### src/rtl/dct_pkg.sv
// rtl/dct_pkg.sv - shared constants and types for the 8x8 DCT transpose sequencer
package dct_pkg;
    localparam int N     = 8;
    localparam int LOG2N = 3;

    typedef enum logic [1:0] {
        IDLE,
        FILL,
        DRAIN
    } state_t;

    // Flat block index: upper LOG2N bits are the outer index, lower the inner.
    typedef logic [2*LOG2N-1:0] idx_t;
endpackage

### src/rtl/dct_tmem.sv
// rtl/dct_tmem.sv - 64-entry transpose register file, one write port, one async read port
module dct_tmem
    import dct_pkg::*;
#(
    parameter int bit_width = 16
) (
    input  logic                 clk,
    input  logic                 we,
    input  idx_t                 waddr,
    input  logic [bit_width-1:0] wdata,
    input  idx_t                 raddr,
    output logic [bit_width-1:0] rdata
);
    logic [bit_width-1:0] mem_q [N*N];

    always_ff @(posedge clk) begin
        if (we) begin
            mem_q[waddr] <= wdata;
        end
    end

    assign rdata = mem_q[raddr];
endmodule

### src/rtl/dct_transpose_seq.sv
// rtl/dct_transpose_seq.sv - fills one 8x8 block row-major, drains it column-major
module dct_transpose_seq #(
    parameter int bit_width = 16,
    parameter int N         = 8
) (
    input  logic                        clk,
    input  logic                        rst,
    input  logic                        in_valid,
    output logic                        in_ready,
    input  logic signed [bit_width-1:0] in_data,
    output logic                        out_valid,
    input  logic                        out_ready,
    output logic signed [bit_width-1:0] out_data,
    output logic [2:0]                  out_col,
    output logic [2:0]                  out_row,
    output logic                        block_done,
    output logic                        busy
);
    localparam int            L        = dct_pkg::LOG2N;
    localparam dct_pkg::idx_t LAST_IDX = dct_pkg::idx_t'(N * N - 1);

    dct_pkg::state_t             state_q, state_d;
    dct_pkg::idx_t               wr_cnt_q, wr_cnt_d;
    dct_pkg::idx_t               rd_cnt_q, rd_cnt_d;
    logic signed [bit_width-1:0] out_data_q, out_data_d;
    logic                        block_done_q, block_done_d;

    logic                        accept;
    logic                        handshake;
    dct_pkg::idx_t               rd_next;
    dct_pkg::idx_t               raddr;
    logic [bit_width-1:0]        rdata;

    assign in_ready   = (state_q == dct_pkg::FILL);
    assign out_valid  = (state_q == dct_pkg::DRAIN);
    assign accept     = in_valid && in_ready;
    assign handshake  = out_valid && out_ready;
    assign out_data   = out_data_q;
    assign out_row    = rd_cnt_q[L-1:0];
    assign out_col    = rd_cnt_q[2*L-1:L];
    assign block_done = block_done_q;
    assign busy       = (state_q == dct_pkg::DRAIN) ||
                        ((state_q == dct_pkg::FILL) && (wr_cnt_q != '0));

    // Prefetch the element presented after this cycle: entry 0 when the fill completes,
    // otherwise the successor of rd_cnt. Reading swaps the index halves (transpose).
    assign rd_next = (state_q == dct_pkg::DRAIN) ? rd_cnt_q + 6'd1 : '0;
    assign raddr   = {rd_next[L-1:0], rd_next[2*L-1:L]};

    dct_tmem #(
        .bit_width(bit_width)
    ) u_tmem (
        .clk  (clk),
        .we   (accept),
        .waddr(wr_cnt_q),
        .wdata(in_data),
        .raddr(raddr),
        .rdata(rdata)
    );

    always_comb begin
        state_d      = state_q;
        wr_cnt_d     = wr_cnt_q;
        rd_cnt_d     = rd_cnt_q;
        out_data_d   = out_data_q;
        block_done_d = 1'b0;
        case (state_q)
            dct_pkg::IDLE: begin
                state_d = dct_pkg::FILL;
            end
            dct_pkg::FILL: begin
                if (accept) begin
                    if (wr_cnt_q == LAST_IDX) begin
                        state_d    = dct_pkg::DRAIN;
                        wr_cnt_d   = '0;
                        rd_cnt_d   = '0;
                        out_data_d = $signed(rdata);
                    end else begin
                        wr_cnt_d = wr_cnt_q + 6'd1;
                    end
                end
            end
            dct_pkg::DRAIN: begin
                if (handshake) begin
                    if (rd_cnt_q == LAST_IDX) begin
                        state_d      = dct_pkg::FILL;
                        wr_cnt_d     = '0;
                        rd_cnt_d     = '0;
                        block_done_d = 1'b1;
                    end else begin
                        rd_cnt_d   = rd_next;
                        out_data_d = $signed(rdata);
                    end
                end
            end
            default: begin
                state_d = dct_pkg::IDLE;
            end
        endcase
    end

    always_ff @(posedge clk or negedge rst) begin
        if (!rst) begin
            state_q      <= dct_pkg::IDLE;
            wr_cnt_q     <= '0;
            rd_cnt_q     <= '0;
            out_data_q   <= '0;
            block_done_q <= 1'b0;
        end else begin
            state_q      <= state_d;
            wr_cnt_q     <= wr_cnt_d;
            rd_cnt_q     <= rd_cnt_d;
            out_data_q   <= out_data_d;
            block_done_q <= block_done_d;
        end
    end
endmodule

### config.mk
export PLATFORM = sky130hd
export DESIGN_NAME = dct_transpose_seq
export DESIGN_NICKNAME = d
export VERILOG_FILES = /design/src/rtl/dct_pkg.sv /design/src/rtl/dct_tmem.sv /design/src/rtl/dct_transpose_seq.sv
export SDC_FILE = /design/constraint.sdc
export NUM_CORES = 1
export LEC_CHECK = 0
export ABC_AREA = 1
export BUFFER_PORTS_ARGS = -buffer_cell sky130_fd_sc_hd__clkbuf_2
export CORE_MARGIN = 4
export CORE_UTILIZATION = 50
export CTS_CLUSTER_DIAMETER = 80
export DETAILED_ROUTE_END_ITERATION = 10
export HOLD_SLACK_MARGIN = 0.02
export MAX_ROUTING_LAYER = met4
export PLACE_DENSITY = 0.68
export SLEW_MARGIN = 20
export SYNTH_ARGS = -nofsm -noshare
export SYNTH_HDL_FRONTEND = slang
export SYNTH_SLANG_ARGS = --single-unit
### constraint.sdc
create_clock -name clk -period 6.1 [get_ports clk]
set_clock_uncertainty 0.15 [all_clocks]
set_input_delay 0.305 -clock clk [delete_from_list [all_inputs] [get_ports clk]]
set_output_delay 0.305 -clock clk [all_outputs]
set_load 0.005 [all_outputs]
======== Yosys cells after proc, flatten, opt, wreduce, memory -nomap -nowiden ========
Memories as Yosys holds them, arrays and structs flattened.
Index checks and enable logic that the tools add are counted.
storage, ports and cells
  register bits after elaboration ......... 31
  RAM bits ................................ 1,024
  input bits .............................. 20
  output and inout port bits .............. 26
  word-level logic and storage cells ...... 54
  memories kept ........................... 1
operators by class
  add/subtract/negate cells ............... 2
  equality and inequality tests ........... 9
  multiplexer cells ....................... 26
  reductions and logical operators ........ 11
memories
  memory        depth  bits a word  rd ports  clocked after memory_dff  wr ports  line            source
  u_tmem.mem_q  64     16           1         0                         1         dct_tmem.sv:14  logic [bit_width-1:0] mem_q [N*N];
operators by type and width
  cell                                                                    count
  16-bit 2-to-1 mux                                                       4
  6-bit 2-to-1 mux                                                        9
  16-bit case mux with 2 select lines                                     1
  6-bit case mux with 2 select lines                                      2
  6-bit by 1-bit adder with 6-bit output (second input constant)          2
  6-bit equality test (second input constant)                             2
  4-bit AND reduction                                                     3
  2-bit 2-to-1 mux                                                        4
  2-bit by 1-bit != test with 1-bit output (second input constant)        4
  2-bit case mux with 3 select lines                                      1
  6-bit nonzero test                                                      1
  1-bit 2-to-1 mux                                                        5
  5-bit AND reduction                                                     1
  1-bit logical AND                                                       3
  2-bit by 1-bit equality test with 1-bit output (second input constant)  1
  2-bit equality test (second input constant)                             1
  2-bit zero test                                                         1
  2-bit != test (second input constant)                                   1
  2-bit nonzero test                                                      1
  1-bit logical OR                                                        1

======== Depth between registers and ports, before layout ========
Gate-level depths: netlist of the first run.
An unclocked memory read counts as a cell.
  word-level depth ........................ 6
  depth in mapped cells ................... 16
  depth with buffers taken out ............ 14

======== Modules after synthesis ========
Synthesis of the first run repeated with hierarchy kept, for this count alone.
unflattened totals
  cell total of the unflattened synthesis .. 3,714
  area total of the unflattened synthesis .. 43,415.4 µm²
by module, submodules not included
  module             times used  cells an instance  area an instance (µm²)  seq. area each (µm²)
  dct_tmem           1           3,501              41,778.8                30,749.5
  dct_transpose_seq  1           213                1,636.6                 775.7

======== Worst setup path before layout of the first run ========
Ideal clock, no wire load.
  path kind ............................... register -> register
  from .................................... register state_q[1]
  to ...................................... memory u_tmem.mem_q[0][0], enable pin
  setup time .............................. 0.389 ns
  data arrival time ....................... 1.980 ns
  data required time ...................... 5.561 ns
  slack ................................... 3.582 ns
  cell stages (with the launch flop) ...... 6
  path buffers ............................ 0
  period minus slack after synthesis ...... 2.518 ns
  path through ............................ dfrtp_1 inv_2 nand2_1 nor2_1 nand4_1 nor2_1
between the ends
  longest elaborated chain between the ends .. 4
RTL lines
  element                                         line                      source
  start: declaration                              dct_transpose_seq.sv:22   dct_pkg::state_t state_q, state_d;
  start signal: assignment                        dct_transpose_seq.sv:104  state_q <= dct_pkg::IDLE;
  start signal: assignment                        dct_transpose_seq.sv:110  state_q <= state_d;
  2-bit by 1-bit equality test with 1-bit output  dct_transpose_seq.sv:34   assign in_ready = (state_q == dct_pkg::FILL);
  1-bit logical AND                               dct_transpose_seq.sv:36   assign accept = in_valid && in_ready;
  1-bit 2-to-1 mux                                dct_tmem.sv:17            if (we) begin
  1-bit 2-to-1 mux (not written as such)          dct_tmem.sv:18            mem_q[waddr] <= wdata;
  end: declaration                                dct_tmem.sv:14
Every way passes these cells.

======== Worst setup path after layout of the first run ========
  from .................................... register rd_cnt_q[0]
  to ...................................... register out_data_q[7] (netlist: out_data[7])
between the ends
  longest elaborated chain between the ends .. 6
  elaborated cells on any way between the ends .. 11
  classes of those cells .................. add/sub: 1; eq/ne: 2; mux: 6; reduce/logical: 1; memory: 1
RTL lines
  element                                 line                                              source
  start: declaration                      dct_transpose_seq.sv:24                           dct_pkg::idx_t rd_cnt_q, rd_cnt_d;
  start signal: assignment                dct_transpose_seq.sv:112                          rd_cnt_q <= rd_cnt_d;
  6-bit by 1-bit adder with 6-bit output  dct_transpose_seq.sv:47                           assign rd_next = (state_q == dct_pkg::DRAIN) ? rd_cnt_q + 6'd1 : '0;
  6-bit 2-to-1 mux                        dct_transpose_seq.sv:47
  memory read 64 x 16 bit                 n/a
  16-bit 2-to-1 mux (on tied branches)    dct_transpose_seq.sv:85, dct_transpose_seq.sv:73
  16-bit 2-to-1 mux (on tied branches)    dct_transpose_seq.sv:84, dct_transpose_seq.sv:72
  16-bit case mux with 2 select lines     dct_transpose_seq.sv:67                           case (state_q)
  end signal: assignment                  dct_transpose_seq.sv:113                          out_data_q <= out_data_d;
  end: declaration                        dct_transpose_seq.sv:25                           logic signed [bit_width-1:0] out_data_q, out_data_d;
Parallel ways exist; a longest one is shown, timed or not. The select of a mux whose other input is x is not followed.
A chain may end at the register's enable or synchronous reset.

==> metrics.sh, run 1 <==
NETS=4475
BOUNDARYPINS=46
CRITICAL_PATH.STARTPOINT_TYPE='register'
FINAL_TNS_SETUP_PS=0
DRIVE_ABOVE_1_SHARE_PCT=7.69
GRT_START_MAX_NET_PINS=183
DIEAREA_MM2=0.0985
YS_SEQ_AREA_SHARE_PCT=67.4
DRT_ITER0_MARKERS=4892
CTS_H_TREE_DEPTH=3
GRT_USAGE_PCT=27.8
VIAS_IN_THE_FIRST_GLOBAL_ROUTE=31500
TYPE_OF_THE_WORST_SETUP_PATH='register to register'
SYN2LAYOUT_AREA_GROWTH_PCT=11.2
POSTCTSRESIZEDCELLS=0
FINALWORSTPATHREQUIREDPERIOD_PS=4120
FINALSETUPVIOLATIONS=0
TOTALWIRELENGTH_UM=135000
YS.FLOP_TYPE='edfxtp_1'
FINAL-MAX-SLEW-VIOLATION-COUNT=0
TIMING.MAX_SLEW.REL_SLACK_PCT=19.3
AVGROUTEDWIREPERCELL_UM=23.2
NUMPORTBUFFERS=45
HOLD_BUFFERS=2
SYNTH-SEQ-CELLS=1055
FINAL-HOLD-VIOLATION-COUNT=0
NUMBER_OF_ENABLE_FLIP_FLOP_CELLS_AFTER_SYNTHESIS=1024
CLKSINKCOUNT=1055
FIN_WORST_HOLD_SLACK_PS=175
TRITONCTS.NUM_BUFFERS=109
YOSYS_WARNINGS=0
PLACE.DETAILED.INSTANCES=5582
GLOBALROUTE.TOTALOVERFLOW=0
R2R_CELLS=14
SYN_INST=4471
GRT_PASS1_WL_UM=201000
REGISTER_AREA_MM2=0.0315
CLK_PIN_SLEW_PS=60
DISTINCT_CELLS_SYNTH=31
LAYOUT_FILLERS=7661
PIN_SLEW_WITH_THE_LEAST_HEADROOM_TO_ITS_LIMIT_PS=1210
POWER_PER_CELL_AREA_mW_PER_MM2=325
INSERTION_DELAY_PS=700
MOST_FREQUENT_CELLS_IN_THE_LAYOUT='edfxtp_1, nand2_1, nand3_1'
MULTI_INPUT_AREA_MM2=0.0110
CTS_SETUP_BUFFERS=0
SYNTH_NETS=4494
GP_ROUTABILITY_CONGESTION=0.873
CTS_TREE='yes'
DETAIL_ROUTE.DRC_VIOLATIONS=0
LAYOUTNONFILLERINSTCOUNT=5787
CAP_VIOLATIONS=0
FIRSTDRTPASSITERS=6
FINAL_MIN_PERIOD_OVER_CLOCK_PERIOD_PCT=67.5
ASYNC_FLOP_SHARE_PCT=2.94
PEAKVDDDROP_uV=360
WORSTPATHARRIVAL_PS=4540
WORST-ENDPOINT-REQUIRED_PS=6520
NETLIST_AREA_MM2=0.0468
POST_DRT_VIA_CELL_RATIO=5.83
CLOCK_PATH_BUFFERS=3
FMAX_MHz=243
VIAS=33700
FP.DIEW_UM=314
HP-CLASS='input pin to async pin'
CELLLEAKAGEPOWER_nW=21.3
STATUS='finished, final reports clean'
GRT_SETUP_UNREPAIRED='no'
WORST-PATH-MAX-FANOUT=139
DPL.HPWL_UM=70400
GRT_ANTENNA_BEFORE_REPAIR=2
PLACEABLECOREAREA_MM2=0.0922
LAYOUT_COMMONEST_CELL='edfxtp_1'
CLK_ROOT_BUFFER_CELL='clkbuf_16'
CRIT_PATH_END_KIND='register'
SYN-MEAN-INSTANCE-AREA_UM2=10.5
INITIAL_CORE_UTILIZATION_PCT=50.7
DRTANTENNAVIOLNETS=0
ROWS=111
CHIP_HEIGHT_UM=314
==> path summary, 6_finish.rpt <==
path	from	slack, ps	endpoint
setup / recovery	rd_cnt_q[0]	1980	out_data[7]
hold / removal	rst	170	out_data[9]
max in group asynchronous	rst	4970	rd_cnt_q[3]
setup reg to reg	rd_cnt_q[0]	1980	out_data[7]
hold reg to reg	out_data[4]	360	out_data[4]
min in group clk	in_data[1]	180	u_tmem.mem_q[4][1]
==> metal layers <==
| layer | track usage (%) | up-vias | wire length [um] |
|---|---|---|---|
| li1 | - | 15100 | - |
| met1 | 39.0 | 16200 | 53600 |
| met2 | 40.3 | 2098 | 59500 |
| met3 | 5.94 | 295 | 16600 |
| met4 | 10.0 | 0 | 4850 |
| met5 | - | - | 0 |
==> worst max-delay path: stages (launching register included) <==
cell and delay, ps:
dfrtp_1 480, nand3_1 180, nand2_4 400, nand3_4 370, buf_12 410, buf_12 560, nand2_1 110, nand3_1 100
nand3_1 90, nand3_1 230, nand3_1 140, nand3_1 310, nand2_1 90, nand2_1 80, nand2_1 60
==> flip-flops by register name, summed over array words and instances, names as in the netlist <==
name / flops
rd_cnt_q: 6
wr_cnt_q: 6
out_data: 16
u_tmem.mem_q: 1024
block_done: 1
state_q: 2
==> cell type report <==
cell class | instances | area share, %
sequential | 1055 | 60.6
multi-input combinational | 2348 | 21.2
inverter | 768 | 5.56
clock buffer | 136 | 5.56
tap | 1243 | 2.99
timing repair buffer | 170 | 2.70
clock inverter | 64 | 1.32
antenna | 3 | 0.0144
==> through the flow <==
step           total power [W]  worst slack [ps]  cell area (um^2)  util [%]
6_report                0.0169              1980             52000      56.4
5_1_grt                 0.0174              1800             52000      56.4
4_1_cts                 0.0169              2130             52000      56.4
3_5_place_dp            0.0103              2140             48400      52.5
3_3_place_gp            0.0103              2180             48400      52.5
2_1_floorplan          0.00931              3580             46800         -
==> synth_stat cells (4+ instances only) <==
master       n  area [um^2]
edfxtp_1  1024        30700
nand2_1    997         3740
nand3_1    844         4220
inv_1      759         2850
nand4_1    359         2250
buf_2      163          816
clkbuf_1   101          379
nor2_1      79          297
dfrtp_1     31          776
o21ai_0     28          140
buf_1       27          101
o211ai_1    16          120
inv_2        7         26.3
buf_4        5         37.5
buf_6        4         45.0
==> cell families after synthesis <==
group | count (synthesis) | synth area share [%]
AND/OR/NAND/NOR | 2292 | 22.7
adder cells (fa/ha/maj) | 3 | 0.0803
AO/OA/AOI/OAI | 53 | 0.677
buffers and inverters | 1068 | 9.11
flip-flops | 1055 | 67.4
==> power by group <==
group / total, W / internal [W] / switching (W)
clock: 0.00669 / 0.00387 / 0.00282
combinational: 0.00195 / 0.000362 / 0.00159
sequential: 0.00826 / 0.00811 / 0.000147
(Power assumes the default switching activity.)
==> run 2, diff against run 1 <==
Settings changed: ABC_AREA 1 to 0.
Clock period 6.1 ns to 4.1 ns, I/O delays scaled along.
==> metrics.sh, run 2 <==
STATUS='finished, final reports clean'
NETS=3254
CTS_SETUP_BUFFERS=0
YOSYS_WARNINGS=0
SYN_INST=3107
FIN_WORST_HOLD_SLACK_PS=86.3
DISTINCT_CELLS_SYNTH=71
INITIAL_CORE_UTILIZATION_PCT=50.7
MET3WIRELENGTH_UM=12300
SYN-MEAN-INSTANCE-AREA_UM2=13.5
AVGROUTEDWIREPERCELL_UM=27.0
UPPERMOST_METAL_LAYER_OCCUPIED_BY_SIGNAL_NETS='met4'
POST_SYNTH_AND_OR_NAND_NOR_AREA_FRACTION_PCT=14.5
CAP_VIOLATIONS=0
TIMING.MAX_SLEW.REL_SLACK_PCT=29.2
BOUNDARYPINS=46
CHIP_HEIGHT_UM=298
CLKSINKCOUNT=1055
WORST-ENDPOINT-REQUIRED_PS=4460
CRIT_PATH_MAX_INCR_DELAY_PS=700
DOMINANT_COMBINATIONAL_CELL_FAMILY_BY_AREA_AFTER_SYNTHESIS='simple AND/OR/NAND/NOR gates'
CTS_H_TREE_DEPTH=3
POST_SYNTH_MAIN_AREA_CONTRIBUTORS='edfxtp_1, nand2_1, nand3_1'
FINAL_MIN_PERIOD_OVER_CLOCK_PERIOD_PCT=93.7
INSERTION_DELAY_PS=660
PLACEABLECOREAREA_MM2=0.0826
DRTANTENNAVIOLNETS=0
FIN_WS_PS=258
WORSTPATHARRIVAL_PS=4200
FIRSTDRTPASSITERS=6
FINAL-HOLD-VIOLATION-COUNT=0
TRITONCTS.NUM_BUFFERS=104
DR_WL_MET2_UM=56200
TOTALPOWERFINAL_W=0.0223
YS.FLOP_TYPE='edfxtp_1'
ASYNC_FLOP_SHARE_PCT=2.94
LAYOUT_FILLERS=6263
GRT_PASS1_WL_UM=174000
FMAX_MHz=260
PIN_SLEW_WITH_THE_LEAST_HEADROOM_TO_ITS_LIMIT_PS=1060
PRECTSSETUPSLACK_PS=299
WORST-PATH-MAX-FANOUT=32
FINALWORSTPATHREQUIREDPERIOD_PS=3840
MUXSHAREOFSYNTHAREA_PCT=1.27
SYNTH_ADDER_AREA_SHARE_PCT=0.0895
POST-ROUTE-UTIL_PCT=57.6
SYNTH-SEQ-CELLS=1055
GRT_SETUP_UNREPAIRED='no'
FP.DIEW_UM=298
SYNTH_NETS=3130
DETAIL_ROUTE.DRC_VIOLATIONS=0
VIAS_IN_THE_FIRST_GLOBAL_ROUTE=26300
CRIT_PATH_END_KIND='register'
LAYOUT_COMMONEST_CELL='edfxtp_1'
CTS_TREE='yes'
SYNTH-COMPOUND-AREA-SHARE_PCT=6.47
SYN2LAYOUT_AREA_GROWTH_PCT=13.4
CLOCK_PATH_BUFFERS=3
ROUTE.LAYER.MET1.WL_UM=46100
SYNTH.MOST_COMMON_CELL='edfxtp_1'
CRITPATHTOPFAMILY='compound AO/OA/AOI/OAI gates'
DPL.HPWL_UM=71700
FINAL-MAX-SLEW-VIOLATION-COUNT=0
POWER_PER_CELL_AREA_mW_PER_MM2=469
DRT_ITER0_MARKERS=3715
LARGEST-REGISTER='u_tmem.mem_q'
NUMBER_OF_ENABLE_FLIP_FLOP_CELLS_AFTER_SYNTHESIS=1024
SYNTH_TOP_CELL_BY_AREA='edfxtp_1'
HP-CLASS='input pin to register'
ORDERED_LIST_OF_CELLS_ON_THE_WORST_PATH='nor3b_1 -> mux2_8 -> o21a_1 -> nand3_1 -> a31oi_1 -> o41a_1 -> o32ai_1'
NETLIST_AREA_MM2=0.0419
LAYOUT.CELL_AREA.NON_FILLER_MM2=0.0476
GLOBALROUTE.TOTALOVERFLOW=0
PEAKVDDDROP_uV=330
TOTALWIRELENGTH_UM=119000
CELLLEAKAGEPOWER_nW=15.9
DRIVE_ABOVE_1_SHARE_PCT=11.6
WORST_PATH_MAX_DELAY_CELL='o21a_1'
VIAS=27400
SYNTH-XOR-AREA-SHARE_PCT=0.167
CRITICAL_PATH.STARTPOINT_TYPE='register'
TYPE_OF_THE_WORST_SETUP_PATH='register to register'
YS_SEQ_AREA_SHARE_PCT=75.2
CLK_PIN_SLEW_PS=60
TIMING.CRITICAL_PATH.BUF_INV=0
POSTPLACECELLAREA_MM2=0.0441
SYNTH.TOP_CELLS.BY_COUNT='edfxtp_1, nand2_1, nand3_1'
CLK_ROOT_BUFFER_CELL='clkbuf_16'
GP_ROUTABILITY_CONGESTION=0.898
GRT_USAGE_PCT=27.0
GRT_START_MAX_NET_PINS=106
POST_DRT_VIA_CELL_RATIO=6.24
MOST_FREQUENT_CELLS_IN_THE_LAYOUT='edfxtp_1, nand2_1, nand3_1'
ROWS=105
NUMPORTBUFFERS=45
LARGEST_REG_FLOPS=1024
DIEAREA_MM2=0.0886
FINALSETUPVIOLATIONS=0
YOSYSTOPAREACELLSHARE_PCT=73.3
GRT_ANTENNA_BEFORE_REPAIR=5
## run 2: cell count changes in the layout (fill, tap and decap cells not counted), moves of 16 or more
cell       previous run  this run
inv_1               758        19
nand3_1             843       301
nand4_1             359        79
nand2_1             996       836
a21oi_1               2       103
a211oi_1              1        64
mux2i_1               0        44
buf_4               104       142
and3_1                0        36
a31oi_1               0        33
a32oi_1               1        30
or3_1                 0        17
a2111oi_0             0        16
o41ai_1               0        16
## run 2: path summary, 6_finish.rpt
path / to / slack (ps) / startpoint / cells past startpoint
setup / recovery: out_data[0] / 260 / rd_cnt_q[3] / 7
hold / removal: u_tmem.mem_q[45][15] / 90 / in_data[15] / 2
setup reg to reg: out_data[0] / 260 / rd_cnt_q[3] / 7
hold reg to reg: rd_cnt_q[1] / 460 / rd_cnt_q[1] / 2
max in group asynchronous: state_q[1] / 3060 / rst / 4
min in group asynchronous: out_data[2] / 510 / rst / 4
## run 2: worst register-to-register path, cell delays in order, from the launching register on
cell     delay [ps]
dfrtp_1         520
nor3b_1         510
mux2_8          460
o21a_1          700
nand3_1         180
a31oi_1         700
o41a_1          330
o32ai_1         130
## run 2: cell families after synthesis
| kind of cell | count (synthesis) |
|---|---|
| buffers and inverters | 216 |
| muxes | 50 |
| adders and majority gates | 3 |
| DFF | 1055 |
| AOI/OAI and AO/OA | 378 |
| xor gates and xnor gates | 8 |
| and+or+nand+nor | 1397 |
## run 2: where the power goes
group / leakage [nW] / total (W) / switching, W / internal, W
Sequential: 9.63 / 0.0123 / 0.000140 / 0.0121
Clock: 1.61 / 0.00924 / 0.00398 / 0.00526
Combinational: 4.61 / 0.000806 / 0.000644 / 0.000162
Total: 15.9 / 0.0223 / 0.00476 / 0.0176
## run 2: metal layers
metal / vias to the layer above / global-route usage [%]
li1: 11900 / -
met1: 13700 / 36.1
met2: 1574 / 42.0
met3: 237 / 5.43
met4: 0 / 8.77
met5: - / -
## run 2: final cells by class
type / instances / area [um^2] / area share, %
sequential: 1055 / 31500 / 66.3
multi-input combinational: 1836 / 9550 / 20.1
clock buffer: 136 / 2810 / 5.90
timing repair buffer: 214 / 1750 / 3.69
tap: 1070 / 1340 / 2.82
clock inverter: 58 / 497 / 1.04
inverter: 20 / 75.1 / 0.158
antenna: 3 / 7.51 / 0.0158
## run 2: through the flow
step	setup TNS (ps)	cells
after floorplan	0	3107
after global placement	-130	4185
after detailed placement	0	4185
after CTS	0	4387
after global routing	0	4392
final	0	4392
## run 2: what timing repair did
item / in CTS / in global routing
hold endpoints to repair: 76 / 4
hold buffers: 8 / 1
gates resized for setup: 0 / 1
endpoints found under the setup margin: 0 / 1
